## src/rtl/spi_slave_pkg.sv

```systemverilog
// Shared constants and types for the SPI mode-0 responder.
// Defaults for the transmit filler byte and the minimum synchronizer depth.
package spi_slave_pkg;

    localparam logic [7:0] SPI_FILL_DEFAULT = 8'hFF;
    localparam int         SPI_SYNC_MIN     = 2;

    typedef enum logic {
        ST_IDLE  = 1'b0,
        ST_SHIFT = 1'b1
    } spi_state_e;

    // Clamp a requested synchronizer depth to the supported minimum.
    function automatic int sync_depth(input int requested);
        return (requested < SPI_SYNC_MIN) ? SPI_SYNC_MIN : requested;
    endfunction

endpackage

```

## src/rtl/spi_sync.sv

```systemverilog
// Single-bit multi-flop synchronizer with a selectable reset value.
// The output is the last flop of a DEPTH-long shift chain.
module spi_sync #(
    parameter int   DEPTH   = 2,
    parameter logic RST_VAL = 1'b1
) (
    input  logic iClk,
    input  logic iRstN,
    input  logic iD,
    output logic oQ
);

    logic [DEPTH-1:0] r_q;

    always_ff @(posedge iClk or negedge iRstN) begin
        if (!iRstN) begin
            r_q <= {DEPTH{RST_VAL}};
        end else begin
            r_q <= {r_q[DEPTH-2:0], iD};
        end
    end

    assign oQ = r_q[DEPTH-1];

endmodule

```

## src/rtl/spi_slave.sv

```systemverilog
// SPI mode-0 (CPOL=0, CPHA=0) byte responder, MSB first, oversampled in the iClk domain.
// Transmit bytes come from a one-entry holding register; FILL is sent when it is empty.
module spi_slave
    import spi_slave_pkg::*;
#(
    parameter logic [7:0] FILL = SPI_FILL_DEFAULT,
    parameter int         SYNC = 2
) (
    input  logic       iClk,
    input  logic       iRstN,
    input  logic       iSck,
    input  logic       iCsN,
    input  logic       iMosi,
    output logic       oMiso,
    output logic       oMisoEn,
    input  logic [7:0] iData,
    input  logic       iLoad,
    output logic       oTaken,
    output logic [7:0] oData,
    output logic       oAvail,
    output logic       oUnder,
    output logic       oBusy
);

    localparam int SYNC_EFF = sync_depth(SYNC);
    localparam int FW       = $clog2(SYNC_EFF + 1);

    logic w_sck_s;
    logic w_csn_s;
    logic w_mosi_s;

    spi_sync #(.DEPTH(SYNC_EFF), .RST_VAL(1'b0)) u_sync_sck (
        .iClk(iClk), .iRstN(iRstN), .iD(iSck), .oQ(w_sck_s)
    );
    spi_sync #(.DEPTH(SYNC_EFF), .RST_VAL(1'b1)) u_sync_csn (
        .iClk(iClk), .iRstN(iRstN), .iD(iCsN), .oQ(w_csn_s)
    );
    spi_sync #(.DEPTH(SYNC_EFF), .RST_VAL(1'b1)) u_sync_mosi (
        .iClk(iClk), .iRstN(iRstN), .iD(iMosi), .oQ(w_mosi_s)
    );

    logic          r_sck_d;
    logic          r_csn_d;
    logic [FW-1:0] r_flush;
    logic          r_armed;

    spi_state_e r_state;
    logic [7:0] r_tx;
    logic       r_tx_new;
    logic [6:0] r_rx;
    logic [2:0] r_bit_cnt;
    logic       r_miso;
    logic [7:0] r_data;
    logic       r_avail;

    logic [7:0] r_hold;
    logic       r_hold_full;
    logic       r_taken;
    logic       r_under;

    // Selection is only armed once the chain holds real pin samples and CS_n was seen high,
    // so a CS_n already low when reset releases cannot start a transfer.
    logic w_flushed;
    assign w_flushed = (r_flush == FW'(SYNC_EFF));

    always_ff @(posedge iClk or negedge iRstN) begin
        if (!iRstN) begin
            r_sck_d <= 1'b0;
            r_csn_d <= 1'b1;
            r_flush <= '0;
            r_armed <= 1'b0;
        end else begin
            r_sck_d <= w_sck_s;
            r_csn_d <= w_csn_s;
            if (!w_flushed) begin
                r_flush <= r_flush + 1'b1;
            end
            if (w_flushed && w_csn_s) begin
                r_armed <= 1'b1;
            end
        end
    end

    logic       w_rise;
    logic       w_fall;
    logic       w_sel;
    logic       w_desel;
    logic       w_boundary;
    logic       w_reload;
    logic       w_accept;
    logic [7:0] w_next_byte;

    assign w_rise      = w_sck_s & ~r_sck_d;
    assign w_fall      = ~w_sck_s & r_sck_d;
    assign w_sel       = r_armed & r_csn_d & ~w_csn_s;
    assign w_desel     = w_csn_s & ~r_csn_d;
    assign w_boundary  = (r_state == ST_SHIFT) & ~w_desel & w_rise & (r_bit_cnt == 3'd7);
    assign w_reload    = w_boundary | ((r_state == ST_IDLE) & w_sel);
    assign w_accept    = iLoad & ~r_hold_full;
    assign w_next_byte = r_hold_full ? r_hold : FILL;

    // A load in the same cycle as an empty-register reload lands after the reload has chosen FILL.
    always_ff @(posedge iClk or negedge iRstN) begin
        if (!iRstN) begin
            r_hold      <= 8'h00;
            r_hold_full <= 1'b0;
            r_taken     <= 1'b0;
            r_under     <= 1'b0;
        end else begin
            r_taken <= w_accept;
            r_under <= w_reload & ~r_hold_full;
            if (w_accept) begin
                r_hold      <= iData;
                r_hold_full <= 1'b1;
            end else if (w_reload && r_hold_full) begin
                r_hold_full <= 1'b0;
            end
        end
    end

    always_ff @(posedge iClk or negedge iRstN) begin
        if (!iRstN) begin
            r_state   <= ST_IDLE;
            r_tx      <= 8'h00;
            r_tx_new  <= 1'b0;
            r_rx      <= 7'h00;
            r_bit_cnt <= 3'd0;
            r_miso    <= 1'b1;
            r_data    <= 8'h00;
            r_avail   <= 1'b0;
        end else begin
            r_avail <= 1'b0;
            case (r_state)
                ST_IDLE: begin
                    r_miso <= 1'b1;
                    if (w_sel) begin
                        r_state   <= ST_SHIFT;
                        r_tx      <= w_next_byte;
                        r_tx_new  <= 1'b0;
                        r_miso    <= w_next_byte[7];
                        r_bit_cnt <= 3'd0;
                    end
                end
                ST_SHIFT: begin
                    if (w_desel) begin
                        r_state   <= ST_IDLE;
                        r_bit_cnt <= 3'd0;
                        r_miso    <= 1'b1;
                    end else if (w_rise) begin
                        r_rx      <= {r_rx[5:0], w_mosi_s};
                        r_bit_cnt <= r_bit_cnt + 3'd1;
                        if (w_boundary) begin
                            r_data   <= {r_rx, w_mosi_s};
                            r_avail  <= 1'b1;
                            r_tx     <= w_next_byte;
                            r_tx_new <= 1'b1;
                        end
                    end else if (w_fall) begin
                        // The fall after a reload presents the fresh MSB instead of shifting.
                        if (r_tx_new) begin
                            r_miso   <= r_tx[7];
                            r_tx_new <= 1'b0;
                        end else begin
                            r_miso <= r_tx[6];
                            r_tx   <= {r_tx[6:0], 1'b1};
                        end
                    end
                end
                default: r_state <= ST_IDLE;
            endcase
        end
    end

    assign oMiso   = r_miso;
    assign oMisoEn = (r_state == ST_SHIFT);
    assign oBusy   = (r_state == ST_SHIFT);
    assign oData   = r_data;
    assign oAvail  = r_avail;
    assign oTaken  = r_taken;
    assign oUnder  = r_under;

endmodule
```

## config.mk

```make
export PLATFORM = sky130hd
export DESIGN_NAME = spi_slave
export DESIGN_NICKNAME = d
export VERILOG_FILES = /design/src/rtl/spi_slave_pkg.sv /design/src/rtl/spi_sync.sv /design/src/rtl/spi_slave.sv
export SDC_FILE = /design/constraint.sdc
export NUM_CORES = 1
export LEC_CHECK = 0
export CORE_UTILIZATION = 28
export DETAILED_ROUTE_END_ITERATION = 8
export PLACE_DENSITY_LB_ADDON = 0.08
export RECOVER_POWER = 100
export SLEW_MARGIN = 20
export SYNTH_ARGS = -nofsm -noshare
export SYNTH_HDL_FRONTEND = slang
export SYNTH_HIERARCHICAL = 1
export SYNTH_SLANG_ARGS = --single-unit
```

## constraint.sdc

```tcl
create_clock -name iClk -period 2 [get_ports iClk]
set_input_delay 0.4 -clock iClk [delete_from_list [all_inputs] [get_ports iClk]]
set_output_delay 0.4 -clock iClk [all_outputs]
set_load 0.02 [all_outputs]
```

==> reports/metrics.cfg <==
[routing]
drt_first_iter_violations = 37
finalWirelength_um = 3850
antenna_violating_nets_post_route = 0
detail_route.vias_per_cell = 4.35
dr.pass1.iters = 4
drc = 0
num_vias = 1269
drt-wirelength-per-cell_um = 13.2

[global_route]
grt_max_degree = 53
grt_pass1_wl_um = 6500
gr-usage-met1_pct = 13.8
met2_usage_pct = 15.6
grt_overflow = 0
first_global_vias = 1384
global_route.peak_usage_layer = met2
grt_usage_pct = 10.3
antenna_found_initial = 0
grt.met3_usage_pct = 2.54

[run_status]
run_status = finished clean

[logic_synthesis]
asyncSetResetFlopFracSynth_pct = 100
ys.warnings.count = 6
netlist_area_pre_place_um2 = 2160
number_of_synthesized_flops_with_an_enable_pin = 0
post-synth-top-area-fraction_pct = 53.3
synth_cell_type_count = 36
synthFlopType = sky130_fd_sc_hd__dfrtp_1
synth_fp_nets = 179
synthTopCellsByCount = sky130_fd_sc_hd__dfrtp_1, sky130_fd_sc_hd__o21ai_0, sky130_fd_sc_hd__inv_1, sky130_fd_sc_hd__mux2_2
yosys_register_bits = 52
ys_seq_area_share_pct = 60.6
syn_area_per_cell_um2 = 13.3
yosysTopAreaCell = sky130_fd_sc_hd__dfrtp_1
syn-instance-count = 162
yosysMostFrequentCell = sky130_fd_sc_hd__dfrtp_1
ys_top_cells_by_area = sky130_fd_sc_hd__dfrtp_1, sky130_fd_sc_hd__dfstp_2, sky130_fd_sc_hd__mux2_2

[critical_path]
timing.critical_path.fanout_max = 2
timing.critical_path.arrival_ns = 1.52
rrSetupSlack_ns = 0.23
crit_required_ns = 1.60
crit_buf_inv = 1
setup.worst_path.end_class = output pin
worst_path_dominant_cell_family = buffers and inverters
crit_type = reg -> out
critical_path.slowest_cell = sky130_fd_sc_hd__dlygate4sd3_1
max_stage_delay_ns = 0.67
path_cells = dlygate4sd3_1
critPathLaunchType = flip-flop

[place]
placed_cell_area_um2 = 2540
gp_congestion = 0.799
hpwl_um = 2590
numPortBuffers = 27

[clocking]
h-tree-depth = 2
cts_num_sinks = 52
tritoncts = built
cts_setup_buffers = 0
cts_repair_resize_count = 0
clkTransAtPathRegs_ns = 0.09
cell_at_the_root_of_the_clock_tree = sky130_fd_sc_hd__clkbuf_8
postCtsHoldBufs = 0
cts_made_buffers = 5
clk_latency_ns = 0.30
maximum_count_of_clock_buffers_along_a_single_path = 2

[job]
max-cap-violations = 0

[sta]
timing.setup.tns_ns = 0
min_tclk_post_route_ns = 1.92
hold_viol = 0
slew-limit-headroom_pct = 13.0
post-route-period-util_pct = 96.0
finalSetupViolations = 0
max_freq_mhz = 521
tightest_pin_transition_ns = 1.30
drv_slew = 0
clock_skew_ns = 0.00796
setup_repair_after_global_routing_missed_its_margin = no

[finish]
n_antenna_cell = 0
flow.area_growth_from_synthesis_pct = 19.1
final_cell_area_um2 = 2570
final_nets = 209
drive_gt1_share_pct = 16.6
n_fill_cell = 750

[floorplan]
dieWidth_um = 89.8
coreArea_um2 = 7370
pin_count = 28
start_util_pct = 29.3
fp.dieH_um = 89.8
die_area_um2 = 8060
row_count = 31

[worst_hold_path]
class_of_the_tightest_hold_or_removal_check = reg -> reg

[power_and_ir_drop]
power.ir.vdd_worst_uv = 438
cellPowerDensity_nw_per_um2 = 1010
power.static_leakage_nw = 1.16

-- stage by stage --
step	setup WS, ns	cells	hold slack [ns]	utilization [%]	total power [W]
finish	0.0804	292	0.354	34.9	0.00260
global route	0.0430	292	0.362	34.9	0.00278
global placement	0.163	284	0.339	34.4	0.00206
CTS	0.115	292	0.0874	35.5	0.00266
floorplan	0.401	162	0.104	-	0.00187
detailed placement	0.121	284	0.346	34.4	0.00208
-- registers in the layout, indices dropped and copies added (netlist names) --
| register | flops |
|---|---|
| r_rx | 7 |
| r_flush | 2 |
| r_bit_cnt | 3 |
| r_sck_d | 1 |
| r_armed | 1 |
| oTaken | 1 |
| r_hold | 8 |
| oMiso | 1 |
| u_sync_mosi/r_q | 2 |
| u_sync_csn/r_q | 2 |
| r_tx | 8 |
| oUnder | 1 |
| oData | 8 |
| u_sync_sck/r_q | 2 |
| oBusy | 1 |
| r_tx_new | 1 |
| oAvail | 1 |
| r_hold_full | 1 |
| r_csn_d | 1 |
-- final timing paths --
check	startpoint	to	cells past startpoint
worst max-delay path	oMiso$_DFFE_PN1P_	oMiso	1
worst min-delay path	u_sync_mosi/r_q[0]$_DFF_PN1_	u_sync_mosi/r_q[1]$_DFF_PN1_	0
worst max register to register	r_bit_cnt[0]$_DFFE_PN0P_	r_tx[3]$_DFFE_PN0P_	6
worst min register to register	u_sync_mosi/r_q[0]$_DFF_PN1_	u_sync_mosi/r_q[1]$_DFF_PN1_	0
max in group asynchronous	iRstN	r_tx[1]$_DFFE_PN0P_	2
min in group asynchronous	iRstN	oAvail$_DFF_PN0_	2
-- worst register-to-register path: stages, from the launching register on --
cell                       delay [ns]
sky130_fd_sc_hd__dfrtp_1         0.38
sky130_fd_sc_hd__ha_1            0.17
sky130_fd_sc_hd__ha_1            0.18
sky130_fd_sc_hd__inv_1           0.07
sky130_fd_sc_hd__o211ai_1        0.30
sky130_fd_sc_hd__nand3_4         0.20
sky130_fd_sc_hd__mux2_1          0.36
-- power breakdown --
group	internal [W]	switching [W]
Sequential	0.00131	0.000159
Combinational	0.000291	0.000273
Clock	0.000246	0.000324
-- routing by layer --
metal	wire (µm)	up-vias
met5	0	-
met4	76	0
met3	113	7
met2	1690	23
li1	-	617
met1	1960	622
-- area by class of cell --
class,instances,area (µm²),share of cell area [%]
tap,99,124,4.82
inverter,13,48.8,1.90
clock inverter,1,5.00,0.195
sequential,52,1310,50.9
timing repair buffer,30,282,11.0
multi-input combinational,90,726,28.2
clock buffer,7,76.3,2.97
-- cell families (layout without fill, tap and decap cells) --
group                    count (synthesis)  count (layout)  synth area share [%]
XOR/XNOR                                 1               1                 0.406
multiplexers                            28              28                  15.6
flip-flops                              52              52                  60.6
AO/OA/AOI/OAI                           26              26                  7.77
adder cells (fa/ha/maj)                  3               3                  1.74
buffers and inverters                   20              51                  4.41
AND/OR/NAND/NOR                         32              32                  9.45
-- cells in the final DEF, fill, tap and decap left out, types with 5 or more instances in the layout --
cell type / synthesis / layout
sky130_fd_sc_hd__dfstp_2: 6 / 5
sky130_fd_sc_hd__nand2_1: 7 / 8
sky130_fd_sc_hd__o21ai_0: 13 / 13
sky130_fd_sc_hd__clkdlybuf4s50_1: 0 / 11
sky130_fd_sc_hd__mux2_1: 5 / 12
sky130_fd_sc_hd__mux2_2: 12 / 12
sky130_fd_sc_hd__dlygate4sd3_1: 0 / 15
sky130_fd_sc_hd__nor3_1: 5 / 5
sky130_fd_sc_hd__inv_1: 12 / 12
sky130_fd_sc_hd__clkbuf_8: 0 / 5
sky130_fd_sc_hd__dfrtp_1: 46 / 46
No activity file was read; power rests on OpenSTA's default activity.
